==> config.mk <==
export PLATFORM = sky130hd
export DESIGN_NAME = bm_input_hold_stage
export DESIGN_NICKNAME = d
export VERILOG_FILES = /design/src/rtl/bm_input_hold_stage.sv
export SDC_FILE = /design/constraint.sdc
export NUM_CORES = 1
export LEC_CHECK = 0
export BUFFER_PORTS_ARGS = -buffer_cell sky130_fd_sc_hd__buf_2
export CAP_MARGIN = 10
export CORE_ASPECT_RATIO = 1.25
export CORE_MARGIN = 2
export CORE_UTILIZATION = 44
export DETAILED_ROUTE_END_ITERATION = 12
export PLACE_DENSITY = 0.86
export SETUP_SLACK_MARGIN = 0.4
export SLEW_MARGIN = 25
export SYNTH_ARGS = -nofsm -noshare
export SYNTH_HDL_FRONTEND = slang
export SYNTH_SLANG_ARGS = --single-unit
==> constraint.sdc <==
create_clock -name HCLK -period 1.3 [get_ports HCLK]
set_clock_uncertainty 0.15 [all_clocks]
set_input_delay 0.195 -clock HCLK [delete_from_list [all_inputs] [get_ports HCLK]]
set_output_delay 0.195 -clock HCLK [all_outputs]
set_load 0.02 [all_outputs]
==> src/rtl/bm_input_hold_stage.sv <==
// bm_input_hold_stage
//   Per-master input stage of the AHB bus matrix. Forwards the master's
//   address phase to the output-stage arbiters. If the target output port
//   does not take it this cycle, the phase is parked in a holding register
//   and the master is stalled until the arbiter grants the port. The
//   downstream data-phase ready/response are returned to the master.
//
// Ports
//   HCLK, HRESETn          clock, async active-low reset
//   HSELS..HMASTLOCKS      master-side address phase
//   HREADYS                master-layer HREADY (address-phase sample point)
//   active_dec             target output port currently selects this port
//   readyout_dec, resp_dec target output port HREADY / HRESP
//   req_dec                transfer request to the output arbiters
//   HADDRM..HMASTLOCKM     address/control presented downstream
//   HREADYOUTS, HRESPS     ready/response returned to the master
module bm_input_hold_stage #(
  parameter int ADDR_WIDTH = 32
) (
  input  logic                  HCLK,
  input  logic                  HRESETn,
  input  logic                  HSELS,
  input  logic [ADDR_WIDTH-1:0] HADDRS,
  input  logic [1:0]            HTRANSS,
  input  logic                  HWRITES,
  input  logic [2:0]            HSIZES,
  input  logic [2:0]            HBURSTS,
  input  logic [3:0]            HPROTS,
  input  logic                  HMASTLOCKS,
  input  logic                  HREADYS,
  input  logic                  active_dec,
  input  logic                  readyout_dec,
  input  logic                  resp_dec,
  output logic                  req_dec,
  output logic [ADDR_WIDTH-1:0] HADDRM,
  output logic [1:0]            HTRANSM,
  output logic                  HWRITEM,
  output logic [2:0]            HSIZEM,
  output logic [2:0]            HBURSTM,
  output logic [3:0]            HPROTM,
  output logic                  HMASTLOCKM,
  output logic                  HREADYOUTS,
  output logic                  HRESPS
);

  localparam logic [1:0] TR_IDLE   = 2'b00;
  localparam logic [1:0] TR_NONSEQ = 2'b10;
  localparam logic [1:0] TR_SEQ    = 2'b11;
  localparam logic [2:0] BU_INCR   = 3'b001;

  typedef struct packed {
    logic [ADDR_WIDTH-1:0] addr;
    logic [1:0]            trans;
    logic                  write;
    logic [2:0]            size;
    logic [2:0]            burst;
    logic [3:0]            prot;
    logic                  lock;
  } ahb_ctrl_t;

  // {pend_reg, data_reg}; HELD and DATA are mutually exclusive
  typedef enum logic [1:0] {
    ST_IDLE = 2'b00,
    ST_HELD = 2'b10,
    ST_DATA = 2'b01
  } state_t;

  state_t    state;
  ahb_ctrl_t hold_reg;
  ahb_ctrl_t live;
  ahb_ctrl_t down;
  logic      pend_reg, data_reg;
  logic      live_valid, accept, capture;

  assign pend_reg   = state[1];
  assign data_reg   = state[0];
  assign live       = {HADDRS, HTRANSS, HWRITES, HSIZES, HBURSTS, HPROTS, HMASTLOCKS};
  // only NONSEQ/SEQ are ever captured; BUSY/IDLE are dropped if not granted
  assign live_valid = HSELS & HTRANSS[1] & HREADYS;
  assign accept     = active_dec & readyout_dec;
  assign capture    = live_valid & ~accept;

  always_ff @(posedge HCLK or negedge HRESETn) begin
    if (!HRESETn) begin
      state    <= ST_IDLE;
      hold_reg <= '0;
    end else begin
      if (capture)
        hold_reg <= live;
      case (state)
        // master is stalled while HELD, so live inputs are not looked at
        ST_HELD: if (accept) state <= ST_DATA;
        default: begin
          if (capture)
            state <= ST_HELD;       // also covers DATA completing + new capture
          else if (accept & live_valid)
            state <= ST_DATA;
          else if (data_reg & ~readyout_dec)
            state <= ST_DATA;       // downstream wait state
          else
            state <= ST_IDLE;
        end
      endcase
    end
  end

  always_comb begin
    down = live;
    if (pend_reg) begin
      down = hold_reg;
      // arbitration may have split the burst: replay a held SEQ as a fresh INCR
      if (hold_reg.trans == TR_SEQ) begin
        down.trans = TR_NONSEQ;
        down.burst = BU_INCR;
      end
    end else if (!(HSELS && HREADYS)) begin
      down.trans = TR_IDLE;
    end
  end

  assign HADDRM     = down.addr;
  assign HTRANSM    = down.trans;
  assign HWRITEM    = down.write;
  assign HSIZEM     = down.size;
  assign HBURSTM    = down.burst;
  assign HPROTM     = down.prot;
  assign HMASTLOCKM = down.lock;

  assign req_dec    = pend_reg | live_valid;
  assign HREADYOUTS = pend_reg ? 1'b0 : (data_reg ? readyout_dec : 1'b1);
  assign HRESPS     = data_reg & resp_dec;

endmodule

==> results of run 1 <==
-- through the flow --
step | cell area (µm²) | setup slack [ps]
after floorplan | 2833 | -12.57
after global placement | 3421 | -175.4
after detailed placement | 3421 | -199.4
after CTS | 3722 | -531.2
after global routing | 3923 | -563.0
final | 3923 | -518.6
-- power breakdown --
group,total (mW),switching [mW],internal (mW)
combinational,1.96,0.765,1.19
sequential,2.00,0.195,1.80
clock,0.929,0.495,0.433
-- path summary, 6_finish.rpt --
| kind | from | endpoint | cells after the start |
|---|---|---|---|
| max | state[1] | HSIZEM[0] | 3 |
| min | active_dec | state[1] | 2 |
| max reg2reg | state[1] | state[0] | 3 |
| min reg2reg | hold_reg[14] | hold_reg[14] | 1 |
| max in group asynchronous | HRESETn | state[1] | 3 |
| min in group asynchronous | HRESETn | hold_reg[2] | 3 |
-- layer usage --
layer | vias up | wire length, µm
met4 | 0 | 65
met1 | 902 | 2573
met5 | - | 0
li1 | 850 | -
met3 | 4 | 179
met2 | 50 | 3369
-- area by class of cell --
cell class                      count  area [µm²]
Clock buffer                        7       86.33
Sequential cell                    48        1202
Fill cell                         391        1818
Tap cell                           66       82.58
Clock inverter                      1       7.507
Timing Repair Buffer              120        1071
Inverter                            4       15.01
Multi-Input combinational cell    108        1458
-- repair_timing --
item	in CTS	in global routing
gates cloned	3	3
resized for setup	32	40
setup endpoints to repair	96	96
hold endpoints to repair	84	40
setup buffers	1	0
pin swaps	1	2
-- Yosys cell counts (3+ instances only) --
master	instances	area [µm²]
mux2_2	48	540.5
buf_12	4	80.08
dfrtp_1	48	1201
nand3_1	3	15.01
a21oi_1	5	25.02
inv_1	4	15.01
o21ai_0	3	15.01
mux2_4	39	585.6
buf_2	5	25.02
-- kinds of logic after synthesis --
group           after synthesis  synth area share [%]
mux                          87                 43.54
flops                        48                 46.44
buf+inv                      14                 4.789
simple gates                 12                 3.338
compound gates                9                 1.887
==> results_dict.tcl, run 1 <==
set metrics [dict create \
    drv_slew 0 \
    insertedDiodeCount 0 \
    worstPathRequired_ps 950 \
    yosysSeqAreaShare_pct 46.44 \
    ir_drop_v 0.0006411 \
    syn-num-nets 223 \
    hold_class "input pin to flop" \
    cts_tree "built" \
    postRouteAntennaNets 0 \
    holdWs_ps -42.19 \
    ys.warnings.count 0 \
    layout_common_cells "mux2_4 (84), buf_2 (65), dfrtp_1 (47)" \
    p_leak_nw 2.059 \
    core_area_um2 5741 \
    cts_hold_buf 1 \
    critPathCaptureType "output pin" \
    max-cap-violations 0 \
    syn_area_um2 2586 \
    synth.distinct_cells 20 \
    cp.arrival_ps 1470 \
    via_per_inst 5.102 \
    drive_gt1_share_pct 78.13 \
    rrSetupSlack_ps 150 \
    rsz0062_at_grt "yes" \
    grt_pass1_wl_mm 9.094 \
    syn_avg_cell_area_um2 15.21 \
    violations "negative hold slack, negative setup slack" \
    largest_reg_flops 46 \
    min_period_ps 1819 \
    synth_async_sr_flop_share_pct 100.0 \
    cts_buffers 5 \
    clock-root-buffer "clkbuf_8" \
    grt_pass1_vias 1857 \
    fmax_mhz 549.9 \
    io_buffers 101 \
    start_util_pct 45.05 \
    placed_cells 338 \
    critical_path.top_delay_family "flip-flops" \
    slowest_delay_ps 450 \
    ios 102 \
    routed_wl_mm 6.187 \
    setup_viol 49 \
    layout_commonest_cell "mux2_4" \
    grt.busiest_layer "met2" \
    synth_flop_cell "dfrtp_1" \
    grt_max_degree 49 \
    synthCells 170 \
    synth-seq-cells 48 \
    drt_iter0_markers 60 \
    outcome "finished, violations left" \
    grt_use_met2_pct 31.67 \
    num_rows 31 \
    slew_headroom_pct 82.06 \
    cts.path.max_buffers 2 \
    startpoint_type "flop" \
    drt_pre_antenna_iters 4 \
    worstMarginPinSlew_ps 269.2 \
    grt_antenna_before_repair 0 \
    grt_use_total_pct 18.06 \
    path_max_fanout 22 \
    fin_crit_sh_pct 139.9 \
    globalplace.congestion 0.7305 \
    fin_total_pwr_mw 4.883 \
    path_cells "buf_12 -> mux2_2 -> buf_2" \
    num_vias 1806 \
    timing.setup.tns_ps -20580 \
    crit_type "flop to output pin" \
    globalRoute.totalOverflow 0 \
    crit_slowest_cell "dfrtp_2" \
    nets 340 \
    use_met3_pct 3.139 \
    met1_usage_pct 22.11 \
    h-tree-depth 2 \
    cts.sinks 48 \
    power_density_nw_per_um2 1245 \
    wl_per_cell_um 17.48 \
    final_cells 354 \
    utilization_pct 68.33 \
    worst_slack_ps -518.6 \
    die_w_um 72.57 \
    synth_edf_count 0 \
    finalHoldViolCount 10 \
    clkTransAtPathRegs_ps 80 \
    drc_errors 0 \
    hpwl_mm 3.965 \
    path_buf_inv 2 \
    clkLatencyLatePin_ps 290 \
    syn_to_final_growth_pct 51.67 \
    fp.dieArea_um2 6511 \
    fp.dieH_um 89.72 \
]
(Power assumes the default switching activity.)
==> run 2, diff against run 1 <==
- CORE_MARGIN: 2 -> 3
==> run 2 against run 1 <==
- the flow still finishes with violations (negative hold slack, negative setup slack)
- cell area fell by 1.9%
- global-route usage decreased by 0.59 points
- register-to-register slack hardly changed
- utilization rose by 0.90 points
- die area is 5.0% higher
- largest power group unchanged
==> results_dict.tcl, run 2 (synthesis results as in run 1) <==
set metrics [dict create \
    drv_slew 0 \
    postRouteAntennaNets 0 \
    fmax_mhz 556.2 \
    slew_headroom_pct 83.01 \
    hold_end "state[1]" \
    die_w_um 74.57 \
    min_period_ps 1798 \
    violations "negative hold slack, negative setup slack" \
    fin_total_pwr_mw 4.683 \
    layout_common_cells "mux2_4 (84), buf_2 (78), dfrtp_1 (47)" \
    worstPathRequired_ps 950 \
    num_vias 1788 \
    largest_reg_flops 46 \
    clkLatencyLatePin_ps 290 \
    critPathCaptureType "output pin" \
    globalRoute.totalOverflow 0 \
    cts_buffers 5 \
    grt_pass1_vias 2035 \
    path_max_fanout 18 \
    via_per_inst 5.037 \
    worst_slack_ps -497.9 \
    hold_class "input pin to flop" \
    h-tree-depth 2 \
    hold_path_depth 2 \
    max-cap-violations 0 \
    rrSetupSlack_ps 150 \
    crit_type "flop to output pin" \
    drc_errors 0 \
    io_buffers 101 \
    power_density_nw_per_um2 1217 \
    timing.setup.tns_ps -21490 \
    cts.sinks 48 \
    layout_commonest_cell "mux2_4" \
    insertedDiodeCount 0 \
    clkTransAtPathRegs_ps 80 \
    startpoint_type "flop" \
    finalHoldViolCount 12 \
    fp.dieH_um 91.72 \
    core_area_um2 5555 \
    worstMarginPinSlew_ps 254.9 \
    holdWs_ps -60.55 \
    cts_hold_buf 1 \
    grt_pass1_wl_mm 9.425 \
    syn_to_final_growth_pct 48.72 \
    hpwl_mm 4.024 \
    start_util_pct 46.55 \
    ios 102 \
    grt_antenna_before_repair 0 \
    routed_wl_mm 5.689 \
    utilization_pct 69.23 \
    postLayoutCellArea_um2 3846 \
    nets 344 \
    rr_endpoint "state[0]" \
    drive_gt1_share_pct 78.35 \
    fp.dieArea_um2 6839 \
    reg2regPathDepth 3 \
    globalplace.congestion 0.7186 \
    p_leak_nw 2.043 \
    fin_crit_sh_pct 138.3 \
    ir_drop_v 0.0006558 \
    drt_pre_antenna_iters 4 \
    wl_per_cell_um 16.03 \
    grt_max_degree 49 \
    cts.path.max_buffers 2 \
    placed_cells 338 \
    drt_iter0_markers 42 \
    clock-root-buffer "clkbuf_8" \
    setup_viol 49 \
    min_from "active_dec" \
    grt_use_total_pct 17.47 \
    cts_tree "built" \
    cp.arrival_ps 1450 \
    dp_slack_ps -179.7 \
    num_rows 30 \
    r2r_start "state[1]" \
    outcome "finished, violations left" \
    placed_area_um2 3433 \
    final_cells 355 \
    rsz0062_at_grt "yes" \
]
run 2: where the power goes:
group	total [mW]	internal [mW]	switching [mW]
clock network	0.830	0.367	0.463
registers	1.99	1.80	0.193
logic	1.86	1.13	0.730
total	4.68	3.30	1.39
run 2: what timing repair did:
action,4_1_cts,5_1_grt
endpoints found under the hold margin,77,16
buffers inserted,3,3
endpoints found under the setup margin,96,96
pin swaps,2,2
cloned,3,0
resized for setup,20,27
run 2: area by class of cell:
cell class                 count  area [µm²]
clock buffer                   6       72.57
clock inverter                 1       5.005
fill                         410        1709
inverter                       4       15.01
multi-input combinational    108        1458
sequential                    48        1202
tap                           64       80.08
timing repair buffer         124        1013
run 2: layer usage:
layer / global-route usage (%) / part of all wire [%]
met3: 2.303 / 4.9
met2: 30.35 / 53
met4: 5.786 / 1.6
met1: 21.82 / 41
met5: 0 / 0
run 2: worst max-delay path, stage by stage, from the launching register on:
cell     delay [ps]
dfrtp_2         450
buf_12          210
mux2_2          340
buf_2           160
run 2: worst max path at each step:
stage	endpoint	start	slack [ps]	cells past startpoint
final	HSIZEM[0]	state[1]	-500	3
after global routing	HSIZEM[0]	state[1]	-550	3
after CTS	HSIZEM[0]	state[1]	-510	3
after detailed placement	HSIZEM[0]	state[1]	-180	3
after global placement	HSIZEM[0]	state[1]	-160	3
after floorplan	HADDRM[0]	state[1]	-10	3
==> run 3, diff against run 2 <==
- SETUP_SLACK_MARGIN: 0.4 -> 0.3
==> run 3 against run 2 <==
- first-iteration DRC count grew 29%
- the flow still finishes with violations (negative hold slack, negative setup slack)
- sequential power hardly changed
- highest routed layer unchanged
- hold slack got worse by 310 ps
- sequential cell count unchanged
- non-clock buffer count fell by 8
- total power is 1.1% higher
- die area did not move
- count of clock-buffer cells in the layout stayed put
- setup slack improved by 13 ps
- sequential share of layout area is 0.41 points higher
- largest cell class unchanged
- register-to-register slack got worse by 180 ps
==> results_dict.tcl, run 3 (synthesis results as in run 1) <==
set metrics [dict create \
    globalRoute.totalOverflow 0 \
    grt_pass1_vias 1880 \
    grt_max_degree 39 \
    die_w_um 74.57 \
    path_max_fanout 20 \
    cp.arrival_ps 1440 \
    layout_commonest_cell "mux2_4" \
    drc_errors 0 \
    rsz0062_at_grt "yes" \
    slew_headroom_pct 80.17 \
    setup_viol 50 \
    largest_reg_flops 46 \
    utilization_pct 68.33 \
    fin_crit_sh_pct 137.3 \
    num_rows 30 \
    violations "negative hold slack, negative setup slack" \
    io_buffers 101 \
    finalHoldViolCount 58 \
    grt_antenna_before_repair 0 \
    placed_cells 336 \
    clkLatencyLatePin_ps 280 \
    holdWs_ps -373.2 \
    fmax_mhz 560.4 \
    nets 336 \
    cts_hold_buf 1 \
    cts_buffers 5 \
    startpoint_type "flop" \
    postLayoutCellArea_um2 3796 \
    fp.dieArea_um2 6839 \
    outcome "finished, violations left" \
    dp_slack_ps -173.5 \
    num_vias 1804 \
    layout_common_cells "mux2_4 (85), buf_2 (71), dfrtp_1 (47)" \
    critPathCaptureType "output pin" \
    clock-root-buffer "clkbuf_8" \
    globalplace.congestion 0.7428 \
    routed_wl_mm 5.861 \
    crit_type "flop to output pin" \
    placed_area_um2 3428 \
    grt_pass1_wl_mm 8.901 \
    cts.path.max_buffers 2 \
    syn_to_final_growth_pct 46.78 \
    start_util_pct 46.55 \
    via_per_inst 5.199 \
    cts.sinks 48 \
    h-tree-depth 2 \
    ios 102 \
    drive_gt1_share_pct 78.45 \
    nFillCells 394 \
    cts_tree "built" \
    clkTransAtPathRegs_ps 90 \
    p_leak_nw 2.003 \
    drv_slew 0 \
    max-cap-violations 0 \
    hpwl_mm 3.932 \
    worst_slack_ps -484.5 \
    insertedDiodeCount 0 \
    hold_class "input pin to async pin" \
    drt_iter0_markers 54 \
    final_cells 347 \
    power_density_nw_per_um2 1247 \
    postRouteAntennaNets 0 \
    worstMarginPinSlew_ps 297.5 \
    core_area_um2 5555 \
    min_period_ps 1784 \
    grt_use_total_pct 16.70 \
    fp.dieH_um 91.72 \
    drt_pre_antenna_iters 4 \
    wl_per_cell_um 16.89 \
    ir_drop_v 0.0006746 \
    worstPathRequired_ps 950 \
]
==> run 3: changes by cell type in the layout (fill, tap and decap cells not counted), moves of 2 or more <==
cell,change
buf_16,-3
buf_4,-2
buf_6,+4
clkbuf_16,+3
buf_2,-7
buf_12,-3
==> run 3: power by group <==
part           internal (mW)  switching [mW]  total, mW
Sequential              1.80           0.191       1.99
Combinational           1.15           0.751       1.90
Clock                  0.367           0.474      0.841
Total                   3.32            1.42       4.74
==> run 3: path summary, 6_finish.rpt <==
kind                               from      endpoint  slack [ps]  cells past startpoint
max                            state[1]    HTRANSM[1]        -480                      3
max in group asynchronous       HRESETn      state[1]         870                      2
max reg2reg                    state[1]      state[0]         -30                      4
min in group HCLK            HADDRS[26]  hold_reg[40]         -10                      2
min reg2reg                hold_reg[11]  hold_reg[11]         360                      1
min                             HRESETn   hold_reg[9]        -370                      1
==> run 3: layout make-up <==
type | instances | area (µm²) | share of cell area [%]
Multi-Input combinational cell | 108 | 1480 | 38.99
Sequential cell | 48 | 1202 | 31.67
Timing Repair Buffer | 116 | 940.9 | 24.79
Tap cell | 64 | 80.08 | 2.109
Clock buffer | 6 | 72.57 | 1.912
Inverter | 4 | 15.01 | 0.3955
Clock inverter | 1 | 5.005 | 0.1318
==> run 3: worst max-delay path, stage by stage (launching register included) <==
cell and delay [ps]:
dfrtp_2 450, buf_12 200, mux2_2 340, buf_2 160
==> run 3: metrics by stage <==
step	power (mW)	hold WS [ps]	TNS [ps]
finish	4.735	-373.2	-20650
floorplan	3.282	-250.6	-491.9
CTS	4.628	-366.1	-21530
global placement	3.674	-61.48	-7742
detailed placement	3.722	-55.40	-8762
global route	4.967	-358.8	-23190
==> run 3: per-layer routing <==
layer | global-route usage [%] | share of wire (%) | routed length [µm]
met5 | 0 | 0 | 0
met4 | 4.303 | 0.80 | 47
met3 | 3.838 | 5.0 | 294
met2 | 29.18 | 54 | 3145
met1 | 20.24 | 40 | 2373
==> run 3: timing repair <==
| action | CTS | global route |
|---|---|---|
| pin swaps | 1 | 2 |
| endpoints found under the setup margin | 96 | 96 |
| cloned | 0 | 3 |
| buffers inserted | 0 | 0 |
| hold endpoints to repair | 79 | 39 |
| resized for setup | 23 | 37 |
